`config.mk`:
```
export PLATFORM = sky130hd
export DESIGN_NAME = fp32_mul_seq
export DESIGN_NICKNAME = d
export VERILOG_FILES = /design/src/rtl/fp32_mul_seq.sv
export SDC_FILE = /design/constraint.sdc
export NUM_CORES = 1
export LEC_CHECK = 0
export ABC_CLOCK_PERIOD_IN_PS = 6300
export CORE_ASPECT_RATIO = 0.5
export CORE_MARGIN = 2
export CORE_UTILIZATION = 50
export CTS_CLUSTER_SIZE = 30
export DETAILED_ROUTE_END_ITERATION = 7
export DONT_BUFFER_PORTS = 1
export SLEW_MARGIN = 0
export SYNTH_ARGS = -nofsm -noshare
export SYNTH_HDL_FRONTEND = slang
export SYNTH_SLANG_ARGS = --single-unit
```
`constraint.sdc`:
```
create_clock -name clk -period 6.3 [get_ports clk]
set_input_delay 1.575 -clock clk [delete_from_list [all_inputs] [get_ports clk]]
set_output_delay 1.575 -clock clk [all_outputs]
set_load 0.03 [all_outputs]
```
`src/rtl/fp32_mul_seq.sv`:
```
// Sequential fp32 multiplier: 24-cycle shift-add mantissa product, then normalise,
// round-to-nearest-even and pack, with a one-cycle done pulse.
module fp32_mul_seq (
  input  logic        clk,
  input  logic        rst_n,
  input  logic        start,
  input  logic [31:0] a,
  input  logic [31:0] b,
  output logic [31:0] result,
  output logic        done,
  output logic        busy
);

  typedef enum logic [1:0] {IDLE, MUL, NORM, PACK} state_t;

  state_t             state;
  logic [4:0]         cnt;

  logic               sign_p0;
  logic signed [9:0]  exp_p0;
  logic [47:0]        mcand_p0;
  logic [47:0]        prod_p0;
  logic [23:0]        mplier_p0;
  logic               nan_p0;
  logic               inf_p0;
  logic               zero_p0;

  logic [22:0]        mant_p1;
  logic               guard_p1;
  logic               sticky_p1;
  logic signed [9:0]  exp_p1;

  logic [7:0]         ea;
  logic [7:0]         eb;
  logic               a_zero, b_zero, a_inf, b_inf, a_nan, b_nan;
  logic signed [9:0]  exp_sum;
  logic [32:0]        rnd_p1;
  logic signed [9:0]  exp_rnd;

  function automatic logic [32:0] round_rne(input logic [22:0] mant,
                                            input logic        guard,
                                            input logic        sticky,
                                            input logic signed [9:0] e);
    logic [23:0]       sum;
    logic signed [9:0] e_out;
    sum   = {1'b0, mant} + {23'd0, guard & (sticky | mant[0])};
    e_out = e;
    // A carry out of the fraction leaves sum[22:0] at zero, i.e. mantissa 1.0 at E+1.
    if (sum[23]) e_out = e + 10'sd1;
    return {e_out, sum[22:0]};
  endfunction

  function automatic logic [31:0] saturate(input logic              sgn,
                                           input logic signed [9:0] e,
                                           input logic [22:0]       mant);
    if (e >= 10'sd255)     return {sgn, 8'hFF, 23'd0};
    else if (e <= 10'sd0)  return {sgn, 31'd0};
    else                   return {sgn, e[7:0], mant};
  endfunction

  assign ea      = a[30:23];
  assign eb      = b[30:23];
  assign a_zero  = (ea == 8'h00);
  assign b_zero  = (eb == 8'h00);
  assign a_inf   = (ea == 8'hFF) && (a[22:0] == 23'd0);
  assign b_inf   = (eb == 8'hFF) && (b[22:0] == 23'd0);
  assign a_nan   = (ea == 8'hFF) && (a[22:0] != 23'd0);
  assign b_nan   = (eb == 8'hFF) && (b[22:0] != 23'd0);
  assign exp_sum = $signed({2'b00, ea}) + $signed({2'b00, eb}) - 10'sd127;

  assign rnd_p1  = round_rne(mant_p1, guard_p1, sticky_p1, exp_p1);
  assign exp_rnd = rnd_p1[32:23];

  always_ff @(posedge clk) begin
    if (!rst_n) begin
      state     <= IDLE;
      cnt       <= 5'd0;
      result    <= 32'd0;
      done      <= 1'b0;
      busy      <= 1'b0;
      sign_p0   <= 1'b0;
      exp_p0    <= 10'sd0;
      mcand_p0  <= 48'd0;
      prod_p0   <= 48'd0;
      mplier_p0 <= 24'd0;
      nan_p0    <= 1'b0;
      inf_p0    <= 1'b0;
      zero_p0   <= 1'b0;
      mant_p1   <= 23'd0;
      guard_p1  <= 1'b0;
      sticky_p1 <= 1'b0;
      exp_p1    <= 10'sd0;
    end else begin
      case (state)
        // Capture and classify operands
        IDLE: begin
          done <= 1'b0;
          if (start) begin
            sign_p0   <= a[31] ^ b[31];
            exp_p0    <= exp_sum;
            mcand_p0  <= {24'd0, 1'b1, a[22:0]};
            mplier_p0 <= {1'b1, b[22:0]};
            prod_p0   <= 48'd0;
            nan_p0    <= a_nan | b_nan | (a_inf & b_zero) | (b_inf & a_zero);
            inf_p0    <= a_inf | b_inf;
            zero_p0   <= a_zero | b_zero;
            cnt       <= 5'd0;
            busy      <= 1'b1;
            state     <= MUL;
          end else begin
            busy <= 1'b0;
          end
        end
        // Shift-add: one multiplier bit per cycle, LSB first
        MUL: begin
          if (mplier_p0[0]) prod_p0 <= prod_p0 + mcand_p0;
          mcand_p0  <= mcand_p0 << 1;
          mplier_p0 <= mplier_p0 >> 1;
          cnt       <= cnt + 5'd1;
          if (cnt == 5'd23) state <= NORM;
        end
        // Normalise product in [1,4) to [1,2) and extract guard/sticky
        NORM: begin
          if (prod_p0[47]) begin
            mant_p1   <= prod_p0[46:24];
            guard_p1  <= prod_p0[23];
            sticky_p1 <= |prod_p0[22:0];
            exp_p1    <= exp_p0 + 10'sd1;
          end else begin
            mant_p1   <= prod_p0[45:23];
            guard_p1  <= prod_p0[22];
            sticky_p1 <= |prod_p0[21:0];
            exp_p1    <= exp_p0;
          end
          state <= PACK;
        end
        // Round, range-limit and apply special-case overrides
        PACK: begin
          if (nan_p0)       result <= 32'h7FC00000;
          else if (inf_p0)  result <= {sign_p0, 8'hFF, 23'd0};
          else if (zero_p0) result <= {sign_p0, 31'd0};
          else              result <= saturate(sign_p0, exp_rnd, rnd_p1[22:0]);
          done  <= 1'b1;
          state <= IDLE;
        end
        default: state <= IDLE;
      endcase
    end
  end

endmodule

```
==> qor.yml, run 1 <==
global_route:
  grt_use_met2: 0.3855
  grt_first_pass_wirelength_um: 50770
  track_usage: 0.2424
  grtUsageMet1: 0.3461
  grt.busiest_layer: "met2"
  grt_max_degree: 96
  gr-total-overflow: 0
  antenna_found_initial: 1
  grt_pass1_vias: 9766
  grt_use_met3: 0.04894
hold_path:
  min_path_type: "reg2reg"
yosys:
  yosys-top-cells-area: "dfxtp_1 (35%), ha_1 (7.5%), mux2i_1 (6.1%)"
  synth_mux_area_frac: 0.06232
  seq_area_frac_synth: 0.3484
  synth_compound_area_frac: 0.2237
  yosys_warnings: 0
  synth_top_family_by_area: "compound AO/OA/AOI/OAI gates"
  ys_types: 68
  syn_area_um2: 12070
  synth-main-ff-cell: "dfxtp_1"
  yosys.area.top_type_share: 0.3484
  syn_nets: 1586
  synth_commonest_cells: "dfxtp_1 (210), nor2_1 (195), nand2_1 (129)"
  synth_fa_ha_area_frac: 0.07798
  synth-xor-area-share: 0.06387
  yosys.area_share.simple: 0.1855
  synth.most_common_cell: "dfxtp_1"
  synthArstFlopShare: 0
  ys_ff_latch: 210
  avgSynthCellArea_um2: 8.351
  synth_top_area_cell: "dfxtp_1"
  netlist_instances: 1445
  synth_edf_count: 0
placement:
  gp_congestion: 0.8893
  place_area_um2: 12240
  dp_hpwl_um: 22380
  dpl_worst_slack_ns: 2.636
  port_buffers: 0
route:
  dr.pass1.iters: 5
  routed_wl_um: 30490
  drtAntennaViolNets: 0
  route.detailed.drc: 0
  drt_iter0_markers: 554
  wl_per_cell_um: 17.60
  vias: 10180
  viasPerCell: 5.875
setup_path:
  end_kind: "register"
  cp_max_fo: 22
  required_ns: 6.73
  cp-start-kind: "register"
  timing_worst_setup_path_type: "reg2reg"
  critPathArrivalTime_ns: 4.11
clock_network:
  clkSlewWorstSetupHoldPaths_ns: 0.06
  cts_tree: "built"
  cts_buffers: 22
  clk_path_buf_depth: 3
  clock_latency_ns: 0.51
  cts.sinks: 210
  postCtsSetupBuffers: 0
  root_buffer: "clkbuf_16"
  htreeDepth: 1
  cts_resized: 0
  postCtsHoldBufs: 0
timing:
  maxSlewViolCount: 0
  setup_violations: 0
  finalClockSkew_ns: 0.01808
  fmax_mhz: 272.0
  rsz0062_at_grt: "no"
  setup_ws_ns: 2.623
  max-slew-margin-rel: 0.2337
  final-hold-violation-count: 0
  tns_ns: 0
  layout_min_cycle_time_ns: 3.677
  fin_crit_sh: 0.5836
  worstMarginPinSlew_ns: 1.149
finish:
  final_cell_area_um2: 12980
  drive_gt1_frac: 0.05575
  nNetsFinal: 1543
  fill_cells: 2256
  diodes: 0
  area_delta_synth_final_pct: 7.601
  post-route-util: 0.5450
run_status:
  outcome: "completed"
flow_run:
  maxCapViolations: 0
power:
  p_leak_nw: 4.757
  pwr_density_cell_nw_per_um2: 369.9
  p_total_mw: 4.802
  irDropWorstVdd_mv: 0.3114
floorplan:
  design.die.area_um2: 25470
  die_h_um: 113.9
  die_w_um: 223.7
  io_pins: 101
  start_util: 0.5065
  fp.coreArea_um2: 23820
  rows: 40
flip-flops by register name (all words and copies together) (netlist names):
name	flops
busy	1
cnt	5
done	1
exp_p0	10
exp_p1	10
guard_p1	1
inf_p0	1
mant_p1	23
mcand_p0	48
mplier_p0	24
nan_p0	1
prod_p0	48
result	32
sign_p0	1
state	2
sticky_p1	1
zero_p0	1
cells by family (layout without fill, tap and decap cells):
logic type	after synthesis	in the layout
AO/OA/AOI/OAI	401	401
adder cells (fa/ha/maj)	74	74
buffers and inverters	112	84
flip-flops	210	210
XOR/XNOR	88	88
multiplexers	75	75
AND/OR/NAND/NOR	485	485
cell usage in the layout, fill, tap and decap left out, drive strengths merged, types with 17 or more instances in the layout:
master | synthesis | final
xor2 | 39 | 39
a211oi | 88 | 88
nor3 | 18 | 18
clkbuf | 64 | 36
nor4 | 17 | 17
nand4 | 22 | 22
nor2 | 195 | 195
o21ai | 87 | 87
a21oi | 81 | 81
ha | 72 | 72
xnor2 | 49 | 49
nand3 | 31 | 31
a22oi | 41 | 41
dfxtp | 210 | 210
nand2 | 129 | 129
mux2i | 74 | 74
inv | 33 | 34
per-layer routing:
layer | vias to the layer above | routed length [um]
met5 | - | 0
met4 | 0 | 332
met3 | 28 | 1424
met2 | 170 | 13110
met1 | 4789 | 15620
li1 | 5189 | -
worst max-delay path, cell delays in order (launching register included):
cell and delay, ns:
dfxtp_1 0.35, o21a_1 0.13, ha_1 0.17, and3_1 0.23, nand4_1 0.28, or4_1 0.68, nor4_1 0.35, xnor2_1 0.23
o31ai_1 0.17, or4_4 0.74, o21ai_0 0.26
final cells by class:
| cell class | count | area (um2) | area share |
|---|---|---|---|
| Clock buffer | 36 | 694.4 | 0.05348 |
| Clock inverter | 3 | 46.29 | 0.003566 |
| Inverter | 33 | 126.4 | 0.009733 |
| Multi-Input combinational cell | 1123 | 7427 | 0.5720 |
| Sequential cell | 210 | 4205 | 0.3239 |
| Tap cell | 315 | 394.1 | 0.03036 |
| Timing Repair Buffer | 12 | 90.09 | 0.006938 |
where the power goes:
| part | internal [mW] | switching [mW] | total (mW) | leakage (nW) |
|---|---|---|---|---|
| Sequential | 1.60 | 0.294 | 1.89 | 1.71 |
| Combinational | 0.601 | 0.971 | 1.57 | 2.68 |
| Clock | 0.794 | 0.544 | 1.34 | 0.365 |
metrics by stage:
stage | cells | hold slack [ns]
global placement | 1693 | 0.4664
global route | 1732 | 0.5153
floorplan | 1445 | 0.4486
CTS | 1732 | 0.4830
finish | 1732 | 0.4833
detailed placement | 1693 | 0.4730
path summary, 6_finish.rpt:
kind	slack (ns)	cells after the start	to	startpoint
setup / recovery	2.62	10	result[2]	mant_p1[0]
hold / removal	0.48	2	prod_p0[2]	prod_p0[2]
setup reg to reg	2.62	10	result[2]	mant_p1[0]
hold reg to reg	0.48	2	prod_p0[2]	prod_p0[2]
No activity file was read; power rests on OpenSTA's default activity.
==> inputs of run 2 (changes only) <==
--- a/config.mk
+++ b/config.mk
@@ -5,7 +5,7 @@
 export SDC_FILE = /design/constraint.sdc
 export NUM_CORES = 1
 export LEC_CHECK = 0
-export ABC_CLOCK_PERIOD_IN_PS = 6300
+export ABC_CLOCK_PERIOD_IN_PS = 3800
 export CORE_ASPECT_RATIO = 0.5
 export CORE_MARGIN = 2
 export CORE_UTILIZATION = 50
==> constraint.sdc (replaced) <==
create_clock -name clk -period 3.8 [get_ports clk]
set_input_delay 0.95 -clock clk [delete_from_list [all_inputs] [get_ports clk]]
set_output_delay 0.95 -clock clk [all_outputs]
set_load 0.03 [all_outputs]
==> run 2 against run 1 <==
Cell count stayed put. Global-route usage is 0.24 points lower. Worst hold slack better by 0.00098 ns. Clock skew is 0.0064 ns higher. Clock-buffer cell count is 10 lower. Maximum frequency is 4.2% higher. Utilization hardly changed. Largest power group unchanged. Critical path depth is 1 higher. Final area hardly changed.
==> qor.yml, run 2 (synthesized netlist as in run 1, its figures left out) <==
run_status:
  outcome: "completed"  # unchanged
finish:
  diodes: 0  # unchanged
  area_delta_synth_final_pct: 7.507  # was 7.601%
  post-route-util: 0.5445  # was 0.5450
  fin_cells: 1732  # unchanged
  nNetsFinal: 1549  # was 1543
  layout_common_cells: "dfxtp_1 (209), nor2_1 (195), nand2_1 (129)"  # unchanged
  top_regs: "mcand_p0 (48), prod_p0 (48), result (32)"  # unchanged
  drive_gt1_frac: 0.05716  # was 0.05575
  final_common_cell: "dfxtp_1"  # unchanged
  multi_input_area_um2: 7428  # was 7427 um2
  final_cell_area_um2: 12970  # was 12980 um2
  fill_cells: 2248  # was 2256
  seq_area_um2: 4205  # unchanged
clock_network:
  htreeDepth: 1  # unchanged
  clock_latency_ns: 0.53  # was 0.51 ns
  cts_tree: "built"  # unchanged
  clk_path_buf_depth: 3  # unchanged
  cts_buffers: 21  # was 22
  cts.sinks: 210  # unchanged
  root_buffer: "clkbuf_16"  # unchanged
  clkSlewWorstSetupHoldPaths_ns: 0.06  # about the same
setup_path:
  end_kind: "register"  # unchanged
  reg2reg_to: "prod_p0[32]"  # was result[2]
  r2r-start: "mcand_p0[0]"  # was mant_p1[0]
  required_ns: 4.25  # was 6.73 ns
  r2r_cells: 11  # was 10
  worst-r2r-setup-slack_ns: 0.27  # was 2.62 ns
  setup.worst_path.end: "prod_p0[32]"  # was result[2]
  cp_max_fo: 4  # was 22
  critPathArrivalTime_ns: 3.97  # was 4.11 ns
  timing_worst_setup_path_type: "reg2reg"  # unchanged
  cp-start-kind: "register"  # unchanged
  crit_start: "mcand_p0[0]"  # was mant_p1[0]
placement:
  placed_cells: 1700  # was 1693
  place_area_um2: 12310  # was 12240 um2
  dpl_worst_slack_ns: 0.1616  # was 2.636 ns
  gp_congestion: 0.9069  # was 0.8893
  dp_hpwl_um: 22390  # was 22380 um
  port_buffers: 0  # unchanged
floorplan:
  io_pins: 101  # unchanged
  start_util: 0.5065  # unchanged
  rows: 40  # unchanged
  die_w_um: 223.7  # unchanged
  design.die.area_um2: 25470  # unchanged
  die_h_um: 113.9  # unchanged
  fp.coreArea_um2: 23820  # unchanged
hold_path:
  holdPathStages: 2  # unchanged
  min_path_type: "reg2reg"  # unchanged
timing:
  final-hold-violation-count: 0  # unchanged
  hold_ws_ns: 0.4842  # was 0.4833 ns
  max-slew-margin-rel: 0.3791  # was 0.2337
  maxSlewViolCount: 0  # unchanged
  layout_min_cycle_time_ns: 3.527  # was 3.677 ns
  setup_ws_ns: 0.2727  # was 2.623 ns
  fin_crit_sh: 0.9282  # was 0.5836
  setup_violations: 0  # unchanged
  rsz0062_at_grt: "no"  # unchanged
  worstMarginPinSlew_ns: 0.9314  # was 1.149 ns
  finalClockSkew_ns: 0.02445  # was 0.01808 ns
  fmax_mhz: 283.5  # was 272.0 MHz
  tns_ns: 0  # unchanged
global_route:
  gr-total-overflow: 0  # unchanged
  grtUsageMet1: 0.3436  # was 0.3461
  grt_pass1_vias: 9573  # was 9766
  grt_use_met3: 0.05023  # was 0.04894
  grt_max_degree: 96  # unchanged
  track_usage: 0.2400  # was 0.2424
  antenna_found_initial: 0  # was 1
  grt_use_met2: 0.3742  # was 0.3855
  grt.busiest_layer: "met2"  # unchanged
  grt_first_pass_wirelength_um: 49890  # was 50770 um
route:
  route.detailed.drc: 0  # unchanged
  viasPerCell: 5.917  # was 5.875
  wl_per_cell_um: 17.67  # was 17.60 um
  dr.pass1.iters: 6  # was 5
  drtAntennaViolNets: 0  # unchanged
  routed_wl_um: 30600  # was 30490 um
  vias: 10250  # was 10180
  drt_iter0_markers: 620  # was 554
flow_run:
  maxCapViolations: 0  # unchanged
power:
  pwr_density_cell_nw_per_um2: 609.0  # was 369.9 nW/um2
  irDropWorstVdd_mv: 0.3607  # was 0.3114 mV
  p_leak_nw: 4.755  # was 4.757 nW
  p_total_mw: 7.900  # was 4.802 mW
## run 2: layout make-up
| cell class | count | share of cell area |
|---|---|---|
| Clock buffer | 26 | 0.04273 |
| Sequential cell | 210 | 0.3242 |
| Tap cell | 315 | 0.03038 |
| Multi-Input combinational cell | 1123 | 0.5726 |
| Clock inverter | 6 | 0.008391 |
| Timing Repair Buffer | 19 | 0.01196 |
| Inverter | 33 | 0.009742 |
## run 2: per-layer routing
| layer | vias to the layer above | share of wire |
|---|---|---|
| met5 | - | 0 |
| met4 | 0 | 0.018 |
| met3 | 41 | 0.052 |
| met2 | 175 | 0.42 |
| met1 | 4832 | 0.51 |
| li1 | 5200 | - |
## run 2: worst min-delay path by stage
stage | slack, ns | to | from
final | 0.48 | prod_p0[12] | prod_p0[12]
after global routing | 0.51 | exp_p0[8] | exp_p0[8]
after CTS | 0.49 | prod_p0[12] | prod_p0[12]
after detailed placement | 0.48 | prod_p0[2] | prod_p0[2]
after global placement | 0.47 | prod_p0[2] | prod_p0[2]
after floorplan | 0.45 | prod_p0[2] | prod_p0[2]
## run 2: critical path: stages, from the launching register on
cell and delay [ns]:
dfxtp_1 0.34, ha_1 0.25, fa_1 0.42, a21o_1 0.19, a2111oi_1 0.48, nor3b_1 0.21, o21a_1 0.24, o31a_1 0.31
a31oi_1 0.38, o31ai_1 0.14, or4_1 0.41, nand3_1 0.09
## run 2: report_power, final
group | switching [mW] | total (mW) | leakage, nW | internal (mW)
logic | 1.64 | 2.65 | 2.72 | 1.01
registers | 0.480 | 3.13 | 1.71 | 2.65
clock network | 0.889 | 2.12 | 0.325 | 1.23
## run 2: repair_timing
action / in CTS / in global routing
setup buffers: 0 / 0
resized for setup: 0 / 2
hold buffers: 0 / 0
endpoints found under the setup margin: 0 / 3
